[config.mk]
export PLATFORM = sky130hd
export DESIGN_NAME = fetch_unit
export DESIGN_NICKNAME = d
export VERILOG_FILES = /design/src/rtl/fetch_unit.sv
export SDC_FILE = /design/constraint.sdc
export NUM_CORES = 1
export LEC_CHECK = 0
export BUFFER_PORTS_ARGS = -buffer_cell sky130_fd_sc_hd__buf_2
export CAP_MARGIN = 15
export CORE_MARGIN = 2
export CORE_UTILIZATION = 44
export CTS_CLUSTER_DIAMETER = 100
export DETAILED_ROUTE_END_ITERATION = 8
export PLACE_DENSITY = 0.71
export SYNTH_ARGS = -nofsm -noshare
export SYNTH_HDL_FRONTEND = slang
export SYNTH_SLANG_ARGS = --single-unit
export TNS_END_PERCENT = 30
[constraint.sdc]
create_clock -name clk -period 2.9 [get_ports clk]
set_input_delay 0.29 -clock clk [delete_from_list [all_inputs] [get_ports clk]]
set_output_delay 0.29 -clock clk [all_outputs]
set_load 0.02 [all_outputs]
[src/rtl/fetch_unit.sv]
// Instruction fetch FSM: RST -> FETCH (wait for mem_valid) -> EXEC (hold on stall) -> FETCH.
// Latency: 2 cycles minimum per instruction. The memory side waits on mem_valid, and the decoder side holds while stall is high.
module fetch_unit #(
  parameter int PC_WIDTH          = 8,
  parameter int PROGRAM_DataWidth = 16
) (
  input  logic                         clk,
  input  logic                         reset,
  input  logic                         cnt_wr_en,
  input  logic                         add_offset,
  input  logic [PC_WIDTH-1:0]          literal_adr,
  input  logic                         stall,
  output logic [PC_WIDTH-1:0]          mem_adr,
  output logic                         mem_rd_en,
  input  logic [PROGRAM_DataWidth-1:0] mem_data,
  input  logic                         mem_valid,
  output logic [PROGRAM_DataWidth-1:0] instruction,
  output logic                         instr_valid,
  output logic [PC_WIDTH-1:0]          pc,
  output logic [15:0]                  instr_count
);

  typedef enum logic [1:0] {
    ST_RST   = 2'd0,
    ST_FETCH = 2'd1,
    ST_EXEC  = 2'd2
  } state_t;

  state_t                         r_state;
  state_t                         w_next_state;
  logic [PC_WIDTH-1:0]            r_pc;
  logic [PC_WIDTH-1:0]            w_pc_next;
  logic [PROGRAM_DataWidth-1:0]   r_ir;
  logic [15:0]                    r_instr_count;
  logic                           w_retire;
  logic                           w_load_ir;

  always_ff @(posedge clk or posedge reset) begin
    if (reset) begin
      r_state <= ST_RST;
    end else begin
      r_state <= w_next_state;
    end
  end

  always_comb begin
    w_next_state = r_state;
    case (r_state)
      ST_RST:   w_next_state = ST_FETCH;
      ST_FETCH: if (mem_valid) w_next_state = ST_EXEC;
      ST_EXEC:  if (!stall)    w_next_state = ST_FETCH;
      default:  w_next_state = ST_RST;
    endcase
  end

  // The outputs decode from state alone, so an asserted reset clears them without waiting for a clock edge.
  always_comb begin
    mem_rd_en   = 1'b0;
    instr_valid = 1'b0;
    instruction = '0;
    case (r_state)
      ST_FETCH: mem_rd_en = 1'b1;
      ST_EXEC: begin
        instr_valid = 1'b1;
        instruction = r_ir;
      end
      default: ;
    endcase
  end

  assign w_load_ir = (r_state == ST_FETCH) && mem_valid;
  assign w_retire  = (r_state == ST_EXEC) && !stall;

  // The offset has the same width as the PC, so a modulo-2^PC_WIDTH add already gives the sign-extended result.
  always_comb begin
    w_pc_next = r_pc + PC_WIDTH'(1);
    if (cnt_wr_en) begin
      if (add_offset) begin
        w_pc_next = r_pc + literal_adr;
      end else begin
        w_pc_next = literal_adr;
      end
    end
  end

  always_ff @(posedge clk or posedge reset) begin
    if (reset) begin
      r_pc          <= '0;
      r_ir          <= '0;
      r_instr_count <= '0;
    end else begin
      if (w_load_ir) begin
        r_ir <= mem_data;
      end
      if (w_retire) begin
        r_pc          <= w_pc_next;
        r_instr_count <= r_instr_count + 16'd1;
      end
    end
  end

  assign pc          = r_pc;
  assign mem_adr     = r_pc;
  assign instr_count = r_instr_count;

endmodule

==> results.cfg <==
[global_route]
gr-usage-all-layers_pct = 17.5
antenna_found_initial = 0
grt_max_degree = 21
grt_pass1_wl_um = 8560
overflow = 0
first_global_vias = 1904

[yosys]
synth.avg_cell_area_um2 = 10.1
synthFlopType = dfrtp_1
synth.most_common_cell = dfrtp_1
synthXorXnorAreaFrac_pct = 6.12
synth-seq-area-share_pct = 43.2
synth-edff-count = 0
syn_inst = 241
synth_top_family_by_area = simple AND/OR/NAND/NOR gates
synth-simple-area-share_pct = 20.3
yosys-top-cells-area = dfrtp_1, mux2_2, xnor2_1, and2_1, ha_1
async_flop_share_pct = 100
ys_types = 46
yosysWarningCount = 0
yosysTopAreaCellShare_pct = 43.2
synth_mux_area_share_pct = 9.10
synthesis.nets = 281
syn_area_mm2 = 0.00243
synth_compound_area_share_pct = 11.1
synth_common_cells = dfrtp_1, and2_1, mux2_2
synth-adder-area-share_pct = 5.45
ys_seq_elements = 42
yosysTopAreaCell = dfrtp_1

[cts]
clockRootBuffer = clkbuf_8
htree_levels = 2
insertion_delay_ns = 0.29
cts.repair.resized = 0
clk_pin_slew_ns = 0.07
cts_sinks = 42
cts_buffer_depth = 2
postCtsSetupBuffers = 0
cts_hold_buf = 0
cts_buffers = 5
cts_tree = built

[setup_path]
cp.required_ns = 3.08
arrival_ns = 2.46
cp-end-kind = flop
cp-start-kind = flop
path_cells = ha_1 -> a21o_1 -> a31o_1 -> o2111a_1 -> or3_1 -> a211o_1
critPathMaxStageDelay_ns = 0.46
crit_fanout = 8
worst_path_max_delay_cell = dfrtp_1
worstSetupPathType = reg2reg

[timing]
slew_headroom_pct = 54.9
slew_violations = 0
skew_ns = 0.00204
period_share_pct = 78.7
setup_slack_ns = 0.618
fmax_ghz = 0.438
worst_pin_slew_ns = 0.675
finalHoldViolations = 0
hold_slack_ns = 0.000429
setup_violations = 0
rsz0062_at_grt = no
tns_ns = 0
fin_crit_ns = 2.28

[floorplanning]
start_util_pct = 44.8
coreArea_mm2 = 0.00544
die_width_um = 78.4
dieArea_mm2 = 0.00614
pin_count = 80
rows = 27
fp.dieH_um = 78.4

[place]
dp.cells = 381
place.gp.congestion = 0.769
port_buffers = 79
dp_hpwl_um = 3900
dp_slack_ns = 0.637

[drt]
vias = 1983
drc = 0
wl_met1_um = 2350
route.met3.wl_um = 246
wl_met2_um = 2430
wl_um = 5090
dr.pass1.iters = 4
postRouteAntennaNets = 0
routed.top_layer = met4
drtIter0Drc = 91
wl_per_cell_um = 13.1
avgViaCountPerCell = 5.11

[power_and_ir_drop]
peakVddDrop_mv = 0.425
cellPowerDensity_mw_per_mm2 = 850
p_leak_nw = 1.47

[cells_and_area]
nets = 356
n_antenna_cell = 0
stdcell_count = 388
drive_above_1_share_pct = 35.8
syn_to_final_growth_pct = 20.9

[worst_hold_path]
hold_path.class = in2async

[status]
status = finished, final reports clean

[flow_run]
max_cap_violations = 0
[cell families (layout without fill, tap and decap cells)]
kind of cell,count (synthesis),in the layout
AOI/OAI and AO/OA,40,40
DFF,42,42
adders and majority gates,10,10
buffers and inverters,23,98
xor gates and xnor gates,17,17
and+or+nand+nor,89,89
muxes,20,20
[report_power, final]
part           internal, mW  switching [mW]
combinational         0.530           0.649
clock                 0.161           0.188
sequential            0.781           0.191
total                  1.47            1.03
[state kept, by name, indices dropped and copies added, names as in the netlist]
name	count
r_ir	16
mem_adr	8
instr_count	16
r_state	2
[cells in the final DEF (no fill, tap or decap), types with 5 or more instances in the layout]
master    count
and2_1       18
a21oi_1       7
ha_1          9
nand2_1      16
clkbuf_8      5
xnor2_1      13
nor2_1       12
nand3_1      13
inv_1         8
dfrtp_1      42
o21ai_0       7
mux2_2       17
buf_2        79
[critical path: cells and delay by family, from the launching register on]
| kind | cells | cell delay, ns |
|---|---|---|
| adder cells (fa/ha/maj) | 1 | 0.37 |
| AND/OR/NAND/NOR | 1 | 0.34 |
| flip-flops | 1 | 0.46 |
| AO/OA/AOI/OAI | 4 | 0.99 |
[final timing paths]
path,cells after the start,endpoint,slack [ns],startpoint
max,6,mem_adr[7]$_DFFE_PP0P_,0.62,mem_adr[4]$_DFFE_PP0P_
min,2,r_ir[3]$_DFFE_PP0P_,0.0004,reset
max reg2reg,6,mem_adr[7]$_DFFE_PP0P_,0.62,mem_adr[4]$_DFFE_PP0P_
min reg2reg,1,instr_count[15]$_DFFE_PP0P_,0.49,instr_count[15]$_DFFE_PP0P_
max in group asynchronous,3,instr_count[3]$_DFFE_PP0P_,2.30,reset
min in group clk,2,r_state[0]$_DFFE_PP0P_,0.20,mem_valid
[final cells by class]
| type | instances | area, um2 |
|---|---|---|
| Clock buffer | 5 | 68.8 |
| Clock inverter | 2 | 10.0 |
| Fill cell | 517 | 2500 |
| Inverter | 8 | 30.0 |
| Multi-Input combinational cell | 176 | 1270 |
| Sequential cell | 42 | 1050 |
| Tap cell | 72 | 90.1 |
| Timing Repair Buffer | 83 | 425 |
[layer usage]
layer | track usage [%] | up-vias
met5 | 0 | -
met4 | 5.26 | 0
met3 | 3.56 | 5
met2 | 30.6 | 54
met1 | 21.7 | 929
li1 | - | 995
[per-stage QoR]
stage,total power [mW],utilization [%],instance area (um2)
finish,2.50,54.1,2940
global route,2.70,54.1,2940
CTS,2.53,54.1,2940
detailed placement,2.17,52.7,2860
global placement,2.14,52.7,2860
floorplan,1.88,-,2430
Power figures use the tool's default switching activity.
